**config.mk**
```make
export PLATFORM = sky130hd
export DESIGN_NAME = msi_snoop_responder
export DESIGN_NICKNAME = d
export VERILOG_FILES = /design/src/rtl/msi_snoop_responder.sv
export SDC_FILE = /design/constraint.sdc
export NUM_CORES = 1
export LEC_CHECK = 0
export CAP_MARGIN = 0
export CORE_AREA = 3 3 108 110
export DETAILED_ROUTE_END_ITERATION = 16
export DIE_AREA = 0 0 111 113
export PLACE_DENSITY_LB_ADDON = 0.08
export RECOVER_POWER = 25
export SETUP_SLACK_MARGIN = 0.5
export SYNTH_ARGS = -nofsm -noshare
export SYNTH_HDL_FRONTEND = slang
export SYNTH_SLANG_ARGS = --single-unit
```
**constraint.sdc**
```tcl
create_clock -name clock -period 3.8 [get_ports clock]
set_input_delay 0.76 -clock clock [delete_from_list [all_inputs] [get_ports clock]]
set_output_delay 0.76 -clock clock [all_outputs]
set_load 0.01 [all_outputs]
```
**src/rtl/msi_snoop_responder.sv**
```systemverilog
// Snoop-side responder for a 4-line direct-mapped MSI cache: looks up bus snoops,
// downgrades or invalidates lines, and offers modified data back to memory.
module msi_snoop_responder #(
    parameter logic [1:0] MY_ID = 2'd0
) (
    input  logic       clock,
    input  logic       reset_n,
    input  logic       bus_valid,
    input  logic [1:0] bus_op,
    input  logic [1:0] bus_src,
    input  logic [4:0] bus_addr,
    output logic       bus_ready,
    input  logic       loc_we,
    input  logic [1:0] loc_index,
    input  logic [2:0] loc_tag,
    input  logic [1:0] loc_state,
    input  logic [7:0] loc_data,
    output logic       loc_nack,
    output logic       flush_valid,
    output logic [4:0] flush_addr,
    output logic [7:0] flush_data,
    input  logic       flush_ack,
    output logic       inv_pulse,
    output logic       busy,
    output logic [7:0] line_state
);

    typedef enum logic [1:0] {IDLE, LOOKUP, FLUSH} state_e;

    localparam logic [1:0] OP_NONE = 2'b00;
    localparam logic [1:0] BUS_RD  = 2'b01;
    localparam logic [1:0] ST_I    = 2'b00;
    localparam logic [1:0] ST_S    = 2'b01;
    localparam logic [1:0] ST_M    = 2'b10;

    state_e     state_q;
    logic [1:0] op_q;
    logic [4:0] addr_q;
    logic [1:0] st_q  [4];
    logic [2:0] tag_q [4];
    logic [7:0] dat_q [4];
    logic       ready_q, nack_q, fvalid_q, inv_q;
    logic [4:0] faddr_q;
    logic [7:0] fdata_q;

    logic [1:0] cap_idx_d;
    logic [2:0] cap_tag_d;
    logic       hit_d, idle_snoop_d, foreign_d, loc_block_d;
    logic [1:0] loc_state_d;

    assign cap_idx_d = addr_q[1:0];
    assign cap_tag_d = addr_q[4:2];
    assign hit_d     = (st_q[cap_idx_d] != ST_I) && (tag_q[cap_idx_d] == cap_tag_d);

    // The cycle bus_ready is high still carries the finished snoop's bus_valid,
    // so it must not be taken as a new request.
    assign idle_snoop_d = (state_q == IDLE) && bus_valid && !ready_q;
    assign foreign_d    = (bus_src != MY_ID) && (bus_op != OP_NONE);
    assign loc_block_d  = loc_we && (state_q != IDLE) && (loc_index == cap_idx_d);
    assign loc_state_d  = (loc_state == 2'b11) ? ST_I : loc_state;

    assign bus_ready   = ready_q | (idle_snoop_d && !foreign_d);
    assign loc_nack    = nack_q;
    assign flush_valid = fvalid_q;
    assign flush_addr  = faddr_q;
    assign flush_data  = fdata_q;
    assign inv_pulse   = inv_q;
    assign busy        = (state_q != IDLE);
    assign line_state  = {st_q[3], st_q[2], st_q[1], st_q[0]};

    always_ff @(posedge clock or negedge reset_n) begin
        if (!reset_n) begin
            state_q  <= IDLE;
            op_q     <= OP_NONE;
            addr_q   <= '0;
            ready_q  <= 1'b0;
            nack_q   <= 1'b0;
            fvalid_q <= 1'b0;
            inv_q    <= 1'b0;
            faddr_q  <= '0;
            fdata_q  <= '0;
            for (int i = 0; i < 4; i++) begin
                st_q[i]  <= ST_I;
                tag_q[i] <= '0;
                dat_q[i] <= '0;
            end
        end else begin
            ready_q <= 1'b0;
            inv_q   <= 1'b0;
            nack_q  <= 1'b0;

            // The line under snoop is locked; the FSM alone may touch it while busy.
            if (loc_we) begin
                if (loc_block_d) begin
                    nack_q <= 1'b1;
                end else begin
                    st_q[loc_index]  <= loc_state_d;
                    tag_q[loc_index] <= loc_tag;
                    dat_q[loc_index] <= loc_data;
                end
            end

            case (state_q)
                IDLE: begin
                    if (idle_snoop_d && foreign_d) begin
                        op_q    <= bus_op;
                        addr_q  <= bus_addr;
                        state_q <= LOOKUP;
                    end
                end
                LOOKUP: begin
                    if (hit_d && st_q[cap_idx_d] == ST_M) begin
                        fvalid_q <= 1'b1;
                        faddr_q  <= addr_q;
                        fdata_q  <= dat_q[cap_idx_d];
                        state_q  <= FLUSH;
                    end else begin
                        ready_q <= 1'b1;
                        state_q <= IDLE;
                        if (hit_d && op_q != BUS_RD) begin
                            st_q[cap_idx_d] <= ST_I;
                            inv_q           <= 1'b1;
                        end
                    end
                end
                FLUSH: begin
                    if (flush_ack) begin
                        fvalid_q <= 1'b0;
                        ready_q  <= 1'b1;
                        state_q  <= IDLE;
                        if (op_q == BUS_RD) begin
                            st_q[cap_idx_d] <= ST_S;
                        end else begin
                            st_q[cap_idx_d] <= ST_I;
                            inv_q           <= 1'b1;
                        end
                    end
                end
                default: state_q <= IDLE;
            endcase
        end
    end

endmodule

```
Word level (Yosys, flattened, before mapping). Index checks and enable logic that the tools add are counted.

Flip-flop bits (word level): 78. Input port bits: 29.

Equality and inequality tests: 11. Reductions and logical operators: 25. Bitwise logic cells: 9. Magnitude comparators: 4. Muxes and demuxes: 45.

Operator list (count): $mux W8 (9); $bwmux W32 (1); $bmux W8 S2 (1); $demux W8 S2 (1); $mux W2 (8); $pmux W8 S2 (1); $bwmux W12 (1); $logic_and A1 B1 Y1 (12); $mux W1 (10); $reduce_bool A2 Y1 (5); $mux W3 (3); $and A8 B8 Y8 (1); $bwmux W8 (1); $demux W2 S2 (2); $not A8 Y8 (1); $reduce_and A2 Y1 (4); $bmux W3 S2 (1); $demux W3 S2 (1); $eq A2 B2 Y1 const B (3); $ge A3 B3 Y1 const B (2); $lt A3 B1 Y1 const B (2); $not A2 Y3 (2); $pmux W1 S2 (3); $pmux W2 S3 (1); other kinds (14) (18).

Longest topological paths before layout. Gate-level depths: netlist of the first run.

Depth in word-level cells: 12. Mapped depth: 8. Depth with buffers taken out: 7.

Worst setup path before layout of the first run. OpenSTA, ideal clock, no wires.

Path type: register to register. From: register state_q[0]. To: register dat_q[24] in the netlist's numbering. Setup slack: 1.600 ns. Required time: 3.675 ns. Buffers on the path: 2. Data arrival time: 2.075 ns. Library setup time: 0.125 ns. Cell stages (with the launch flop): 8. Clock period less this slack: 2.200 ns. Cell sequence: dfrtp_1 > inv_1 > ha_1 > clkbuf_1 > inv_1 > a2111oi_2 > buf_2 > mux2_2.

Cells in the longest elaborated chain, start to end: 5.

Ends and longest elaborated chain: from (decl) (line 36) `state_e state_q;`; from (signal assigned) (line 73) `state_q <= IDLE;`; from (signal assigned) (line 108) `state_q <= LOOKUP;`; from (signal assigned) (line 116) `state_q <= FLUSH;`; $reduce_bool A2 Y1; named net busy (line 24) `output logic busy,`; $logic_and A1 B1 Y1 (2 in a row) (line 59) `assign loc_block_d = loc_we && (state_q != IDLE) && (loc_index == cap_idx_d);`; $not A1 Y1 (no line); $reduce_and A2 Y1 (no line); to (signal, indexed assignment) (line 99) `dat_q[loc_index] <= loc_data;`; to (decl) (line 41) `logic [7:0] dat_q [4];`.

The timed path passes the listed nets, and every way through them passes these cells. A chain may end at the register's enable or synchronous reset.

Worst setup path after layout of the first run.
From: input port bus_src[1]. To: output port bus_ready.

Cells in the longest elaborated chain, start to end: 5.

Ends and longest elaborated chain: from (decl) (line 10) `input logic [1:0] bus_src,`; $reduce_bool A2 Y1 (line 58) `assign foreign_d = (bus_src != MY_ID) && (bus_op != OP_NONE);`; $logic_and A1 B1 Y1 (line 58); $logic_not A1 Y1 (line 62) `assign bus_ready = ready_q | (idle_snoop_d && !foreign_d);`; $logic_and A1 B1 Y1 (line 62); $or A1 B1 Y1 (line 62); to (decl) (line 12) `output logic bus_ready,`.

Every way passes these cells.

==> flow_summary.yaml, run 1 <==
outcome:
  status: "complete, but fails checks"
  violations: "max-capacitance violations, max-slew violations"
routing:
  drtPass1Iterations: 4
  finalWirelength_um: 8480
  via_per_inst: 5.00
  drc_errors: 0
  first_iter_violations: 99
  wl_per_cell_um: 17.9
  vias: 2377
  ant_nets: 0
yosys:
  synth.area.mux_share: 0.300
  yosys.area_share.simple: 0.0656
  syn-instance-count: 272
  ys_seq_area_frac: 0.519
  synth_edf_count: 0
  yosysTopAreaCellShare: 0.519
  synth_compound_area_frac: 0.0633
  ys.flop_type: "dfrtp_1"
  synth.avg_cell_area_um2: 13.8
  synth_area_um2: 3760
  ys_async_sr_fraction: 1.00
  yosysWarnings: 0
  synthAdderAreaFrac: 0.00999
  synth-xor-area-share: 0.0163
  synth_area_leaders: "dfrtp_1 52%, mux2_2 16%, mux4_2 6.6%"
  synth_top_area_cell: "dfrtp_1"
  synth_nets: 304
  ys_seq_elements: 78
  synth_top_family_by_area: "multiplexers"
  yosysMostFrequentCell: "dfrtp_1"
  ys_types: 44
  synth_common_cells: "78 x dfrtp_1, 55 x mux2_2, 13 x nand2_1"
pwr:
  p_seq_frac: 0.406
  clockPowerShare: 0.221
  power.internal_w: 0.00214
  swShare: 0.322
  switching_power_w: 0.00102
  peakVddDrop_mv: 0.258
  power_density_nw_per_um2: 673
  p_leak_nw: 1.94
  combPwrFrac: 0.373
cells_and_area:
  finalNonFillerCells: 475
  diodes: 0
  area_delta_synth_final_pct: 24.6
  postLayoutCoreUtil: 0.434
  stdcell_area_um2: 4680
  fillerInstances: 1001
  nNetsFinal: 363
  drive_above_1_share: 0.316
timing:
  period_share: 0.754
  period_minus_slack_ns: 2.87
  skew_ns: 0.00712
  hold_violations: 0
  max_slew_margin: -0.323
  setup_ws_ns: 0.934
  rsz0062_at_grt: "false"
  worst_pin_slew_ns: 1.98
  final-setup-viol-count: 0
  drv_slew: 79
  fmax_mhz: 349
  timing.setup.tns_ns: 0
floorplanning:
  chipWidth_um: 111
  die-area_um2: 12500
  die_h_um: 113
  core_region_area_um2: 10800
  start_util: 0.348
  core.rowCount: 38
  io_pins: 55
cts:
  numClockSinks: 78
  clock-root-buffer: "clkbuf_8"
  ctsLongestPathBuffers: 2
  post_cts_buffers: 0
  htree_levels: 3
  clock_latency_ns: 0.34
  cts_resized: 0
  path_clk_slew_ns: 0.08
  cts_tree: "built"
  cts_buffers: 9
  ctsHoldBuffers: 0
grt:
  grt_use_met2: 0.218
  grt-ovfl-total: 0
  grt_pass1_wl_um: 14000
  gr-max-usage-layer: "met2"
  grt_max_degree: 79
  grt_pass1_vias: 2526
  antenna_found_initial: 0
  grt_usage: 0.144
  grt_util_met1: 0.209
  grt_util_met3: 0.0267
worst_setup_path:
  cp_num_buf_inv: 2
  cp_common_cell: "clkdlybuf4s50_1"
  cp.required_ns: 3.04
  max_stage_delay_ns: 0.52
  worstPathMaxFanout: 2
  cp_top_family: "buffers and inverters"
  start_kind: "input pin"
  cpMaxStageDelayCell: "clkdlybuf4s50_1"
  worst_setup_path_end_kind: "primary output"
  worstSetupPathType: "in -> out"
  worstPathArrival_ns: 2.11
  cp_cell_sequence: "clkdlybuf4s50_1, o22ai_1, a31o_2, clkdlybuf4s50_1"
place:
  io_buffers: 54
  hpwl_um: 5810
  routabilityCongestion: 0.832
  dpl_cell_area_um2: 4460
  place_inst: 460
  preCtsSetupSlack_ns: 0.933
job:
  cap_violations: 1
worst_hold_path:
  hp-class: "reg -> reg"
-- state kept, by name, indices dropped and copies added (netlist names) --
name	count
tag_q	12
ready_q	1
flush_addr	5
addr_q	5
line_state	8
state_q	2
op_q	2
flush_data	8
loc_nack	1
flush_valid	1
inv_pulse	1
dat_q	32
-- cell families (layout without fill, tap and decap cells) --
| logic type | Yosys count | count (layout) |
|---|---|---|
| xor+xnor | 7 | 7 |
| simple gates | 45 | 45 |
| mux | 87 | 87 |
| buf+inv | 18 | 81 |
| fa+ha+maj | 3 | 3 |
| flops | 78 | 78 |
| compound gates | 34 | 34 |
-- worst reg2reg max path, stage by stage (launching register included) --
cell and delay [ns]:
dfrtp_1 0.71, mux2i_1 0.29, xor2_1 0.21, or3b_4 0.42, a21o_1 0.24, nor3_1 0.43
o32ai_1 0.17
-- worst paths after layout --
| kind | slack (ns) | to | startpoint | cells past startpoint |
|---|---|---|---|---|
| worst max register to register | 1.20 | line_state[4] | addr_q[1] | 6 |
| max in group asynchronous | 1.68 | line_state[5] | reset_n | 1 |
| worst max-delay path | 0.93 | bus_ready | bus_src[1] | 4 |
| min in group asynchronous | 0.97 | flush_data[7] | reset_n | 1 |
| worst min-delay path | 0.51 | dat_q[11] | dat_q[11] | 1 |
| worst min register to register | 0.51 | dat_q[11] | dat_q[11] | 1 |
-- layout make-up --
class	instances	area, um^2	area share
well taps	140	175	0.0374
inverters	5	18.8	0.00401
clock buffers	10	138	0.0294
multi-input cells	176	1730	0.369
flip-flops and latches	78	1950	0.417
repair buffers	61	588	0.126
clock inverters	5	82.6	0.0176
-- metal layers --
layer / vias up / part of all wire
met1: 1202 / 0.50
met4: 0 / 0.013
li1: 1109 / -
met3: 9 / 0.045
met5: - / 0
met2: 57 / 0.44
-- per-stage QoR --
step | power [W] | hold WS [ns]
after global placement | 0.00248 | 0.485
after CTS | 0.00321 | 0.511
after floorplan | 0.00208 | 0.464
final | 0.00315 | 0.508
after global routing | 0.00337 | 0.528
after detailed placement | 0.00249 | 0.491
-- cells in the final DEF, fill, tap and decap left out, drive strengths merged, types with 4 or more instances in the layout --
cell type	count
inv	6
nor2	7
nand2b	4
clkbuf	11
a211oi	4
clkdlybuf4s50	53
o21ai	9
a21oi	8
buf	7
dfrtp	78
xor2	5
nand2	14
nor2b	5
mux2	65
mux2i	11
mux4	11
-- power by group through the flow --
| stage | Sequential (W) | Clock [W] | Combinational (W) |
|---|---|---|---|
| after floorplan | 0.00124 | 0 | 0.000843 |
| after global placement | 0.00129 | 0 | 0.00119 |
| after detailed placement | 0.00130 | 0 | 0.00119 |
| after CTS | 0.00129 | 0.000725 | 0.00120 |
| after global routing | 0.00132 | 0.000758 | 0.00129 |
| final | 0.00128 | 0.000696 | 0.00118 |
(Power assumes the default switching activity.)
==> run 2: changes to the inputs <==
==> constraint.sdc (replaced) <==
create_clock -name clock -period 2.7 [get_ports clock]
set_input_delay 0.54 -clock clock [delete_from_list [all_inputs] [get_ports clock]]
set_output_delay 0.54 -clock clock [all_outputs]
set_load 0.01 [all_outputs]
==> run 2 against run 1 <==
  * The run now ends clean
  * Wire length increased by 6.7%
  * Global-route usage increased by 0.82 points
  * Utilization increased by 1.2 points
  * Via count increased by 1.6%
  * Worst hold slack got worse by 0.15 ns
  * Cell count increased by 2.5%
  * Flip-flop and latch count unchanged
  * Sequential share of layout area decreased by 1.0 points
  * Clock skew increased by 0.0026 ns
  * Largest power group is now combinational logic
==> flow_summary.yaml, run 2 (same netlist as run 1, synthesis figures left out) <==
outcome:
  status: "finished clean"
place:
  routabilityCongestion: 0.812
  io_buffers: 54
  hpwl_um: 6210
timing:
  period_share: 0.802
  drv_slew: 0
  period_minus_slack_ns: 2.17
  whs_ns: 0.356
  hold_violations: 0
  rsz0062_at_grt: "true"
  skew_ns: 0.00969
  fmax_mhz: 462
  max_slew_margin: 0.301
  worst_pin_slew_ns: 1.05
  final-setup-viol-count: 0
  timing.setup.tns_ns: 0
floorplanning:
  core_region_area_um2: 10800
  die-area_um2: 12500
  die_h_um: 113
  io_pins: 55
  start_util: 0.348
  chipWidth_um: 111
  core.rowCount: 38
routing:
  drc_errors: 0
  ant_nets: 0
  drtPass1Iterations: 6
  first_iter_violations: 122
  finalWirelength_um: 9050
  wl_per_cell_um: 18.6
  via_per_inst: 4.96
  vias: 2416
worst_setup_path:
  worstRegToRegCells: 7
  cpMaxStageDelayCell: "clkdlybuf4s50_1"
  worstSetupPathType: "in -> out"
  reg2reg_from: "addr_q[1]"
  cp_num_buf_inv: 2
  cp.required_ns: 2.16
  ff2ff_setup_slack_ns: 0.56
  cp_cell_sequence: "clkdlybuf4s50_1, o22ai_2, a31o_2, dlygate4sd2_1"
  start_kind: "input pin"
  worstPathArrival_ns: 1.63
  cp_top_family: "buffers and inverters"
  max_stage_delay_ns: 0.47
  worstPathMaxFanout: 2
  worst_setup_path_end_kind: "primary output"
  reg2reg_to: "flush_addr[2]"
cells_and_area:
  drive_above_1_share: 0.357
  nNetsFinal: 374
  diodes: 0
  fillerInstances: 1000
  reg_top3: "dat_q x32, tag_q x12"
  final_cell_mix: "76 x dfrtp_1, 55 x mux2_2, 49 x clkdlybuf4s50_1, 14 x buf_4, 13 x nand2_1"
  largest-register: "dat_q"
  area_delta_synth_final_pct: 27.9
  largest_reg_flops: 32
  layout_commonest_cell: "dfrtp_1"
grt:
  grt_usage: 0.152
  grt_pass1_vias: 2572
  grt_pass1_wl_um: 14800
  antenna_found_initial: 0
  grt_max_degree: 41
  grt-ovfl-total: 0
cts:
  clock_latency_ns: 0.35
  cts_tree: "built"
  ctsHoldBuffers: 0
  cts_buffers: 9
  numClockSinks: 78
  htree_levels: 3
  ctsLongestPathBuffers: 2
  clock-root-buffer: "clkbuf_8"
  path_clk_slew_ns: 0.08
pwr:
  power_density_nw_per_um2: 930
  p_leak_nw: 2.00
  peakVddDrop_mv: 0.344
  finalPower_w: 0.00447
worst_hold_path:
  hp-class: "in -> async"
job:
  cap_violations: 0
==> run 2: cell type report <==
| class | count | area [um^2] | area share |
|---|---|---|---|
| Clock buffer | 11 | 131 | 0.0273 |
| Sequential cell | 78 | 1950 | 0.407 |
| Tap cell | 140 | 175 | 0.0364 |
| Inverter | 5 | 18.8 | 0.00390 |
| Multi-Input combinational cell | 176 | 1780 | 0.371 |
| Clock inverter | 5 | 58.8 | 0.0122 |
| Timing Repair Buffer | 72 | 684 | 0.142 |
==> run 2: repair_timing <==
item | 4_1_cts | 5_1_grt
cloned | 0 | 1
pin swaps | 1 | 2
endpoints found under the setup margin | 28 | 27
gates resized for setup | 8 | 8
setup buffers | 1 | 3
==> run 2: routing by layer <==
metal / vias to the layer above / track usage / share of wire
met2: 38 / 0.239 / 0.46
li1: 1136 / - / -
met3: 10 / 0.0321 / 0.030
met5: - / 0 / 0
met1: 1232 / 0.213 / 0.50
met4: 0 / 0.0468 / 0.014
==> run 2: worst max-delay path by stage <==
| stage | start | to | cells after the start | slack (ns) |
|---|---|---|---|---|
| 2_1_floorplan | state_q[0] | dat_q[24] | 7 | 0.59 |
| 6_report | bus_src[1] | bus_ready | 4 | 0.53 |
| 3_3_place_gp | bus_src[1] | bus_ready | 4 | 0.30 |
| 4_1_cts | bus_op[1] | bus_ready | 4 | 0.51 |
| 5_1_grt | reset_n | line_state[7] | 2 | 0.42 |
| 3_5_place_dp | bus_src[1] | bus_ready | 4 | 0.29 |
==> run 2: worst reg2reg max path, delay by kind of cell, from the launching register on <==
| kind | cells | cell delay, ns |
|---|---|---|
| flip-flops | 1 | 0.43 |
| buffers and inverters | 2 | 0.37 |
| AND/OR/NAND/NOR | 2 | 0.37 |
| AO/OA/AOI/OAI | 1 | 0.21 |
| multiplexers | 2 | 0.65 |
==> run 2: power breakdown <==
group          switching [W]  total [W]  leakage [nW]  internal, W
Sequential          0.000243    0.00177         0.958      0.00153
Clock               0.000445   0.000875        0.0899     0.000430
Combinational       0.000803    0.00183         0.953      0.00102
Total                0.00149    0.00447          2.00      0.00298
==> run 2: per-stage QoR <==
step | util | cell area (um^2) | setup WS, ns | cells
floorplan | - | 3770 | 0.593 | 272
detailed placement | 0.421 | 4540 | 0.288 | 466
CTS | 0.442 | 4770 | 0.510 | 483
finish | 0.445 | 4810 | 0.534 | 487
global route | 0.445 | 4810 | 0.420 | 487
global placement | 0.421 | 4540 | 0.304 | 466
==> run 3: changes to the inputs <==
==> constraint.sdc (replaced) <==
create_clock -name clock -period 2.1 [get_ports clock]
set_input_delay 0.42 -clock clock [delete_from_list [all_inputs] [get_ports clock]]
set_output_delay 0.42 -clock clock [all_outputs]
set_load 0.01 [all_outputs]
==> run 3 against run 2 <==
  * The flow now finishes with violations (negative setup slack)
  * Flip-flop and latch count stayed put
  * Cell count increased by 8.8%
  * Clock skew is 0.0018 ns higher
  * Combinational power increased by 65%
  * Sequential power grew 28%
  * First-iteration DRC count shrank 43%
  * Power rose by 44%
  * Worst hold slack improved by 0.15 ns
  * Global-route usage grew 1.0 points
  * Wire length increased by 6.9%
  * Register-to-register slack got worse by 0.56 ns
  * Setup slack lost 0.54 ns
  * Critical endpoint is now flush_data[0]
==> flow_summary.yaml, run 3 (same netlist as run 1, synthesis figures left out) <==
grt:
  grt_pass1_vias: 2894
  grt_use_met2: 0.273
  antenna_found_initial: 0
  grt_util_met1: 0.210
  gr-max-usage-layer: "met2"
  grt_usage: 0.162
  grt_pass1_wl_um: 15700
  grt_max_degree: 51
  grt-ovfl-total: 0
  grt_util_met3: 0.0439
outcome:
  status: "complete, but fails checks"
  violations: "negative setup slack"
floorplanning:
  chipWidth_um: 111
  die-area_um2: 12500
  die_h_um: 113
  start_util: 0.348
  io_pins: 55
  core_region_area_um2: 10800
  core.rowCount: 38
routing:
  vias: 2645
  finalWirelength_um: 9680
  via_per_inst: 4.99
  drtPass1Iterations: 4
  wl_per_cell_um: 18.3
  drc_errors: 0
  ant_nets: 0
  first_iter_violations: 69
cells_and_area:
  layout_commonest_cell: "dfrtp_1"
  largest_reg_flops: 32
  nNetsFinal: 417
  area_delta_synth_final_pct: 43.3
  finalNonFillerCells: 530
  largest-register: "dat_q"
  final-seq-area_um2: 1950
  fillerInstances: 956
  diodes: 0
  final_cell_mix: "76 x dfrtp_1, 44 x mux2_2, 38 x buf_4, 27 x dlygate4sd2_1, 23 x clkdlybuf4s50_1"
  reg_top3: "dat_q x32, tag_q x12"
  multiInputGateArea_um2: 1950
  drive_above_1_share: 0.479
  postLayoutCoreUtil: 0.499
timing:
  hold_violations: 0
  setup_ws_ns: -0.00125
  skew_ns: 0.0115
  fmax_mhz: 476
  worst_pin_slew_ns: 0.789
  period_share: 1.00
  rsz0062_at_grt: "true"
  drv_slew: 0
  whs_ns: 0.507
  period_minus_slack_ns: 2.10
  final-setup-viol-count: 2
  max_slew_margin: 0.474
worst_setup_path:
  start_kind: "flop"
  cp.required_ns: 2.34
  worst_setup_path_end_kind: "flop"
  worstSetupPathType: "reg -> reg"
  worstPathMaxFanout: 6
  worstPathArrival_ns: 2.34
cts:
  clock-root-buffer: "clkbuf_8"
  path_clk_slew_ns: 0.08
  clock_latency_ns: 0.35
  htree_levels: 3
  numClockSinks: 78
  cts_tree: "built"
  ctsLongestPathBuffers: 2
  cts_buffers: 9
worst_hold_path:
  hp-class: "reg -> reg"
place:
  place_inst: 496
  hpwl_um: 6760
  io_buffers: 54
  routabilityCongestion: 0.797
pwr:
  peakVddDrop_mv: 0.461
  power_density_nw_per_um2: 1190
  p_leak_nw: 2.41
job:
  cap_violations: 0
[run 3: final timing paths]
| kind | to | depth (start not counted) | from | slack, ns |
|---|---|---|---|---|
| worst max-delay path | flush_data[0] | 8 | addr_q[0] | -0.001 |
| worst min-delay path | dat_q[13] | 1 | dat_q[13] | 0.51 |
| worst max register to register | flush_data[0] | 8 | addr_q[0] | -0.001 |
| worst min register to register | dat_q[13] | 1 | dat_q[13] | 0.51 |
| max in group asynchronous | addr_q[1] | 3 | reset_n | 0.24 |
| min in group asynchronous | line_state[6] | 2 | reset_n | 0.68 |
[run 3: what timing repair did]
| item | CTS | global route |
|---|---|---|
| setup endpoints to repair | 102 | 79 |
| gates resized for setup | 72 | 11 |
| cloned | 0 | 1 |
| hold endpoints to repair | 2 | 0 |
| pin swaps | 10 | 3 |
| hold buffers | 1 | 0 |
| setup buffers | 9 | 7 |
[run 3: final cells by class]
class / count / share of cell area
Inverter: 5 / 0.00442
Timing Repair Buffer: 114 / 0.202
Clock buffer: 13 / 0.0277
Multi-Input combinational cell: 177 / 0.362
Clock inverter: 3 / 0.00814
Sequential cell: 78 / 0.363
Tap cell: 140 / 0.0325
[run 3: where the power goes]
group          leakage [nW]  switching, W  internal [W]
logic                  1.36       0.00129       0.00173
clock network        0.0976      0.000559      0.000585
registers             0.958      0.000300       0.00196
[run 3: layer usage]
| layer | part of all wire | vias to the layer above |
|---|---|---|
| met1 | 0.45 | 1363 |
| met2 | 0.50 | 52 |
| li1 | - | 1222 |
| met4 | 0.010 | 0 |
| met3 | 0.038 | 8 |
| met5 | 0 | - |
[run 3: critical path: stages, from the launching register on]
cell and delay, ns:
dfrtp_2 0.41, buf_12 0.12, buf_6 0.13, mux4_2 0.51
nand3b_1 0.15, a21oi_4 0.04, buf_4 0.14, nand2_4 0.14
mux2_2 0.35
[run 3: through the flow]
step | power (W) | TNS (ns) | cell area [um^2] | worst slack, ns
after global routing | 0.00685 | -1.05 | 5380 | -0.0750
final | 0.00642 | -0.00157 | 5380 | -0.00125
after detailed placement | 0.00500 | -0.975 | 4890 | -0.0733
after CTS | 0.00640 | -0.000564 | 5290 | -0.000564
after floorplan | 0.00391 | 0 | 3890 | 0.0524
after global placement | 0.00500 | -1.03 | 4890 | -0.105
